--- src/rtl/queue_pkg.sv ---
// Shared helpers for the multi-lane FIFO: modulo pointer add and popcount.
package queue_pkg;

  // Circular add: ptr < depth and delta <= depth, so at most one subtraction folds it back.
  function automatic int unsigned ptr_add(input int unsigned ptr,
                                          input int unsigned delta,
                                          input int unsigned depth);
    int unsigned sum;
    sum = ptr + delta;
    if (sum >= depth) sum = sum - depth;
    return sum;
  endfunction

  function automatic int unsigned popcount(input logic [31:0] v);
    int unsigned n;
    n = 0;
    for (int b = 0; b < 32; b++) n = n + int'(v[b]);
    return n;
  endfunction

endpackage

--- src/rtl/mport_fifo_ptr_ctrl.sv ---
// Pointer/occupancy control for the multi-lane FIFO: lane ranking, fire generation,
// wrap-around pointer update and flush/reset handling.
module mport_fifo_ptr_ctrl
  import queue_pkg::*;
#(
  parameter int Depth    = 8,
  parameter int EnqWidth = 2,
  parameter int DeqWidth = 2,
  parameter int PtrWidth = $clog2(Depth),
  parameter int CntWidth = $clog2(Depth + 1)
) (
  input  logic                               clk,
  input  logic                               rst,
  input  logic                               flush_i,
  input  logic [EnqWidth-1:0]                enq_valid_i,
  output logic [EnqWidth-1:0]                enq_ready_o,
  input  logic [DeqWidth-1:0]                deq_ready_i,
  output logic [DeqWidth-1:0]                deq_valid_o,
  output logic [EnqWidth-1:0]                wr_en_o,
  output logic [EnqWidth-1:0][PtrWidth-1:0]  wr_addr_o,
  output logic [PtrWidth-1:0]                rd_ptr_o,
  output logic [CntWidth-1:0]                count_o
);

  logic [PtrWidth-1:0] wr_ptr, rd_ptr;
  logic [CntWidth-1:0] count, free, rank, n_enq, n_deq;
  logic [EnqWidth-1:0] enq_fire;
  logic [DeqWidth-1:0] deq_fire;
  logic                prev_fire;

  // Free slots come only from the registered count; same-cycle dequeues give no credit.
  assign free = CntWidth'(Depth) - count;

  // Enqueue ranking: valid lanes are compacted, so a lane's slot offset is the number of
  // valid lanes below it, and it is ready only if that many slots plus itself fit.
  always_comb begin
    enq_ready_o = '0;
    enq_fire    = '0;
    wr_addr_o   = '0;
    rank        = '0;
    for (int i = 0; i < EnqWidth; i++) begin
      enq_ready_o[i] = ~flush_i & (free > rank);
      enq_fire[i]    = enq_valid_i[i] & enq_ready_o[i];
      wr_addr_o[i]   = PtrWidth'(ptr_add(32'(wr_ptr), 32'(rank), Depth));
      if (enq_valid_i[i]) rank = rank + CntWidth'(1);
    end
    n_enq = CntWidth'(popcount(32'(enq_fire)));
  end

  // Dequeue: lane i presents the i-th oldest entry; retirement is strictly in order.
  always_comb begin
    deq_valid_o = '0;
    deq_fire    = '0;
    prev_fire   = 1'b1;
    for (int i = 0; i < DeqWidth; i++) begin
      deq_valid_o[i] = ~flush_i & (count > CntWidth'(i));
      deq_fire[i]    = deq_valid_o[i] & deq_ready_i[i] & prev_fire;
      prev_fire      = deq_fire[i];
    end
    n_deq = CntWidth'(popcount(32'(deq_fire)));
  end

  // Fires during the reset cycle are dropped, so the array is not written either.
  assign wr_en_o = rst ? '0 : enq_fire;

  // Pointer and occupancy update; reset and flush both discard everything at this edge.
  always_ff @(posedge clk) begin
    if (rst || flush_i) begin
      wr_ptr <= '0;
      rd_ptr <= '0;
      count  <= '0;
    end else begin
      wr_ptr <= PtrWidth'(ptr_add(32'(wr_ptr), 32'(n_enq), Depth));
      rd_ptr <= PtrWidth'(ptr_add(32'(rd_ptr), 32'(n_deq), Depth));
      count  <= count + n_enq - n_deq;
    end
  end

  assign rd_ptr_o = rd_ptr;
  assign count_o  = count;

  a_count_bound: assert property (@(posedge clk) disable iff (rst)
    count <= CntWidth'(Depth));
  a_deq_in_order: assert property (@(posedge clk) disable iff (rst)
    ((deq_fire + DeqWidth'(1)) & deq_fire) == '0);
  a_ptr_consistent: assert property (@(posedge clk) disable iff (rst)
    32'(wr_ptr) == ptr_add(32'(rd_ptr), 32'(count), Depth));

endmodule

--- src/rtl/mport_fifo_storage.sv ---
// Multi-lane in-order FIFO payload buffer: flop array written by ranked enqueue lanes,
// read through a per-lane mux starting at the read pointer.
module mport_fifo_storage
  import queue_pkg::*;
#(
  parameter int Depth     = 8,
  parameter int EnqWidth  = 2,
  parameter int DeqWidth  = 2,
  parameter int DataWidth = 32,
  parameter int PtrWidth  = $clog2(Depth),
  parameter int CntWidth  = $clog2(Depth + 1)
) (
  input  logic                                clk,
  input  logic                                rst,
  input  logic [EnqWidth-1:0]                 enq_valid_i,
  output logic [EnqWidth-1:0]                 enq_ready_o,
  input  logic [EnqWidth-1:0][DataWidth-1:0]  enq_data_i,
  output logic [DeqWidth-1:0]                 deq_valid_o,
  input  logic [DeqWidth-1:0]                 deq_ready_i,
  output logic [DeqWidth-1:0][DataWidth-1:0]  deq_data_o,
  input  logic                                flush_i,
  output logic [CntWidth-1:0]                 count_o,
  output logic                                full_o,
  output logic                                empty_o
);

  logic [DataWidth-1:0]               mem [Depth];
  logic [EnqWidth-1:0]                wr_en;
  logic [EnqWidth-1:0][PtrWidth-1:0]  wr_addr;
  logic [PtrWidth-1:0]                rd_ptr;

  mport_fifo_ptr_ctrl #(
    .Depth    (Depth),
    .EnqWidth (EnqWidth),
    .DeqWidth (DeqWidth),
    .PtrWidth (PtrWidth),
    .CntWidth (CntWidth)
  ) u_ptr_ctrl (
    .clk         (clk),
    .rst         (rst),
    .flush_i     (flush_i),
    .enq_valid_i (enq_valid_i),
    .enq_ready_o (enq_ready_o),
    .deq_ready_i (deq_ready_i),
    .deq_valid_o (deq_valid_o),
    .wr_en_o     (wr_en),
    .wr_addr_o   (wr_addr),
    .rd_ptr_o    (rd_ptr),
    .count_o     (count_o)
  );

  // Payload write: fired lanes always target distinct entries, contents are never reset.
  always_ff @(posedge clk) begin
    for (int i = 0; i < EnqWidth; i++) begin
      if (wr_en[i]) mem[wr_addr[i]] <= enq_data_i[i];
    end
  end

  // Read mux: lane i shows the entry i places past the read pointer.
  always_comb begin
    deq_data_o = '0;
    for (int i = 0; i < DeqWidth; i++) begin
      deq_data_o[i] = mem[PtrWidth'(ptr_add(32'(rd_ptr), i, Depth))];
    end
  end

  assign full_o  = (count_o == CntWidth'(Depth));
  assign empty_o = (count_o == '0);

endmodule

--- config.mk ---
export PLATFORM = sky130hd
export DESIGN_NAME = mport_fifo_storage
export DESIGN_NICKNAME = d
export VERILOG_FILES = /design/src/rtl/queue_pkg.sv /design/src/rtl/mport_fifo_ptr_ctrl.sv /design/src/rtl/mport_fifo_storage.sv
export SDC_FILE = /design/constraint.sdc
export NUM_CORES = 1
export LEC_CHECK = 0
export CORE_MARGIN = 2
export CORE_UTILIZATION = 40
export CTS_CLUSTER_SIZE = 12
export DETAILED_ROUTE_END_ITERATION = 8
export GPL_TIMING_DRIVEN = 0
export SLEW_MARGIN = 40
export SYNTH_ARGS = -nofsm -noshare
export SYNTH_HDL_FRONTEND = slang
export SYNTH_SLANG_ARGS = --single-unit
--- constraint.sdc ---
create_clock -name clk -period 5.6 [get_ports clk]
set_input_delay 0.84 -clock clk [delete_from_list [all_inputs] [get_ports clk]]
set_output_delay 0.84 -clock clk [all_outputs]
set_load 0.05 [all_outputs]
### Word level (Yosys, flattened, before mapping)

Memory sizes are Yosys's and may differ from the RTL's.
Index checks and enable logic that the tools add are counted.

* RAM bits: 256
* word-level logic and storage cells: 54
* memories kept: 1
* bits in registers: 10

Memories
* mem: words 8, width 32, read ports 2, clocked after memory_dff 0, wr ports 2, RTL line mport_fifo_storage.sv:27 `logic [DataWidth-1:0] mem [Depth];`

* bitwise operators: 10
* $add $sub $neg: 15
* mux-type cells: 12
* reductions and logical operators: 2
* order comparisons: 10
* eq/ne operators: 1

Operators with widths (number)
* $mux W3: 6
* $sub A3 B1 Y3 const B: 6
* $gt A4 B1 Y1 const B: 3
* $ge A5 B4 Y1 const B: 2
* $and A1 B1 Y1: 9
* $add A3 B2 Y4: 2
* $ge A3 B4 Y1 const B: 2
* $ge A4 B4 Y1 const B: 2
* $mux W1: 5
* $add A1 B1 Y2: 2
* $add A3 B1 Y4: 1
* $add A3 B1 Y4 const B: 1
* $add A4 B4 Y4: 1
* $eq A4 B4 Y1 const B: 1
* $gt A4 B1 Y1: 1
* $logic_not A4 Y1: 1
* $sub A4 B4 Y4: 1
* $sub A4 B4 Y4 const A: 1
* $mux W2: 1
* $logic_or A1 B1 Y1: 1
* $not A1 Y1: 1

### Depth between registers and ports, before layout

* depth in word-level cells: 8
* gate-level depth with buffers: 14
* depth with buffers taken out: 14

### Modules after synthesis

From an unflattened synthesis, not the netlist that was laid out.

* cell total of the unflattened synthesis: 1104
* area, all modules: 16062.9 µm²

Modules (own cells, without submodules)
* mport_fifo_storage: cells an instance 1019, instances 1, area an instance 15314.7 µm²
* mport_fifo_ptr_ctrl: cells an instance 85, instances 1, area an instance 748.2 µm²

### Worst setup path after synthesis

Ideal clock, no wire load.

* path kind: reg2reg
* start: reg u_ptr_ctrl.count[0] (netlist: u_ptr_ctrl.count_o[0])
* end: mem mem[6][0] (enable)
* period minus slack after synthesis: 5.629 ns
* required time: 5.089 ns
* cell stages (with the launch flop): 7
* arrival time: 5.118 ns
* slack: -0.029 ns
* path buffers: 0
* cells stage by stage: dfxtp_1 -> inv_1 -> ha_1 -> nor2b_1 -> a31oi_1 -> o21ai_1 -> o41ai_1

RTL lines
* start: declaration: RTL line mport_fifo_ptr_ctrl.sv:26 `logic [CntWidth-1:0] count, free, rank, n_enq, n_deq;`
* start signal: assignment: RTL line mport_fifo_ptr_ctrl.sv:75 `count <= count + n_enq - n_deq;`
* end: declaration: RTL line mport_fifo_storage.sv:27

==> impl_metrics.yaml <==
setup_path:
  critPathMaxFanout: 10
  start_kind: "register"
  setup.worst_path.class: "register to output pin"
  crit_required_ns: 4.76
  critPathTopFamily: "buffers and inverters"
  crit_path_end_kind: "output pin"
  crit_chain: "buf_2, buf_2, buf_1, mux4_2, mux2_2, clkdlybuf4s50_1"
  cpMostUsedCell: "buf_2"
  cp_slowest_cell: "clkdlybuf4s50_1"
  ff2ff_setup_slack_ns: 1.90
  cp.arrival_ns: 3.81
  slowest_delay_ns: 0.71
  crit_buf_inv: 4
sta:
  fin_ws_ns: 0.947
  whs_ns: 0.701
  fin_worst_skew_ns: 0.00835
  tightest_slew_ns: 0.879
  rsz0062_at_grt: "no"
  fmax_ghz: 0.215
  slew_violations: 0
  period_share: 0.831
  final-setup-viol-count: 0
  relSlewSlack: 0.414
  fin_crit_ns: 4.65
  finalHoldViolCount: 0
global_routing:
  grt_usage: 0.222
  grt_antenna_before_repair: 0
  grt_pass1_vias: 9834
  grt_max_degree: 16
  grt_overflow_total: 0
  grt_pass1_wl_um: 66000
placement:
  port_buffers: 143
  gp_congestion: 0.746
  dp.cells: 1587
  placed_area_um2: 18300
  dp_slack_ns: 1.23
  post-dp-hpwl_um: 30100
synthesis:
  synth_top_cell_area_share: 0.492
  synth_edf_count: 256
  async_flop_share: 0
  synth_commonest_cells: "mux2_2, edfxtp_1, mux4_2"
  syn_inst: 893
  synth_area_leaders: "edfxtp_1, mux2_2, mux4_2, ha_1, dfxtp_1"
  yosysMostFrequentCell: "mux2_2"
  syn_area_per_cell_um2: 17.5
  ys_warn_count: 0
  syn-num-nets: 986
  yosys.area.top_type: "edfxtp_1"
  ys.flop_type: "edfxtp_1"
  ys_seq_area_frac: 0.505
  synth.distinct_cells: 43
  ys_ff_latch: 266
  netlist_area_um2: 15600
detailed_routing:
  drt_iter0_drc: 631
  drc: 0
  detail_route.wl_per_cell_um: 27.5
  viasPerCell: 5.73
  routed_wl_um: 45200
  met1_length_um: 19300
  wl_met2_um: 22700
  drt-pass1-iter-count: 4
  detail-route-antenna-nets: 0
  wl_met3_um: 2370
  highest_layer: "met4"
  vias: 9422
floorplanning:
  die-area_um2: 40700
  start_util: 0.404
  die_h_um: 202
  fp-row-count: 72
  io_pins: 145
  core_area_um2: 38600
  die_w_um: 202
job:
  drv_cap: 0
clock_tree:
  cts_buffers: 31
  cts_setup_buffers: 0
  clockRootBuffer: "clkbuf_16"
  cts_buffer_depth: 3
  clk_latency_ns: 0.56
  path_clk_slew_ns: 0.06
  cts_tree: "done"
  cts_num_sinks: 266
  cts_max_level: 1
  cts-resized-gates: 0
  hold_buffers: 0
pwr:
  pwr-share-comb: 0.266
  peakVddDrop_v: 0.000293
  cellLeakagePower_uw: 0.00633
  switching_share: 0.300
  power.switching_uw: 1750
  p_seq_frac: 0.395
  power.internal_uw: 4080
  clockPowerShare: 0.339
  p_per_area_nw_per_um2: 303
finish:
  insertedDiodeCount: 0
  finish.net_count: 1196
  drive_above_1_share: 0.531
  n_fill_cell: 3263
  syn2layout_area_growth_pct: 23.3
  fin_area_um2: 19300
  final_util: 0.499
  stdcell_count: 1645
run_status:
  status: "completed"
min_path:
  hold_class: "register to register"
-- flip-flops by register name, indices dropped and copies added (netlist names) --
register and flops:
mem 256, u_ptr_ctrl.wr_ptr 3, u_ptr_ctrl.count_o 4, u_ptr_ctrl.rd_ptr_o 3
-- power by group through the flow --
stage,logic (µW),registers (µW),clock network (µW)
after global routing,1650,2310,2080
after global placement,1510,2360,0
final,1550,2310,1980
after floorplan,999,2370,0
after detailed placement,1560,2350,0
after CTS,1570,2310,2010
-- area by class of cell --
type / instances / area, µm² / area share
sequential: 266 / 7890 / 0.409
multi-input combinational: 549 / 7390 / 0.384
timing repair buffer: 177 / 1890 / 0.0979
clock buffer: 43 / 861 / 0.0447
tap: 518 / 648 / 0.0336
buffer: 67 / 430 / 0.0223
clock inverter: 14 / 125 / 0.00649
inverter: 11 / 41.3 / 0.00214
-- worst register-to-register path, cell delays in order, from the launching register on --
cell and delay, ns:
dfxtp_1 0.41, inv_1 0.13, ha_1 0.26, nor3b_1 0.39, a31oi_1 0.18, o21ai_4 0.53
nor2_1 0.13, ha_1 0.27, xor2_1 0.17, ha_1 0.31, ha_1 0.27, a21o_1 0.18
a21oi_1 0.17, xnor2_1 0.14, nor2_1 0.05
-- layer usage --
layer,vias up,global-route usage
met4,0,0.0428
li1,4132,-
met3,50,0.0277
met5,-,0
met2,287,0.382
met1,4953,0.306
-- cell families after synthesis --
| family | count (synthesis) | synth area share |
|---|---|---|
| flip-flops | 266 | 0.505 |
| XOR/XNOR | 9 | 0.00504 |
| AND/OR/NAND/NOR | 50 | 0.0191 |
| AO/OA/AOI/OAI | 20 | 0.00865 |
| adder cells (fa/ha/maj) | 22 | 0.0186 |
| buffers and inverters | 78 | 0.0289 |
| multiplexers | 448 | 0.415 |
-- stage by stage --
stage                     power, µW  TNS, ns
after floorplan                3370   -0.336
after global placement         3860  -393.25
after detailed placement       3910        0
after CTS                      5890        0
after global routing           6040        0
final                          5840        0
-- placed cells by master (no fill, tap or decap), types with 7 or more instances in the layout --
cell type | netlist | final
xor2_1 | 7 | 7
buf_8 | 0 | 8
inv_1 | 11 | 11
dfxtp_1 | 10 | 10
clkbuf_1 | 16 | 13
buf_16 | 0 | 8
buf_2 | 22 | 37
mux4_2 | 128 | 128
edfxtp_1 | 256 | 256
buf_6 | 13 | 15
clkdlybuf4s50_1 | 0 | 143
buf_4 | 9 | 14
ha_1 | 20 | 20
mux2_2 | 315 | 315
clkbuf_2 | 0 | 12
nor2_1 | 13 | 13
clkbuf_16 | 0 | 31
-- final timing paths --
| kind | start | end | cells past startpoint |
|---|---|---|---|
| min | u_ptr_ctrl.wr_ptr[2] | u_ptr_ctrl.wr_ptr[2] | 3 |
| max | u_ptr_ctrl.rd_ptr_o[0] | deq_data_o[36] | 6 |
| max reg2reg | u_ptr_ctrl.count_o[0] | u_ptr_ctrl.count_o[3] | 14 |
| min reg2reg | u_ptr_ctrl.wr_ptr[2] | u_ptr_ctrl.wr_ptr[2] | 3 |
(Power assumes the default switching activity.)
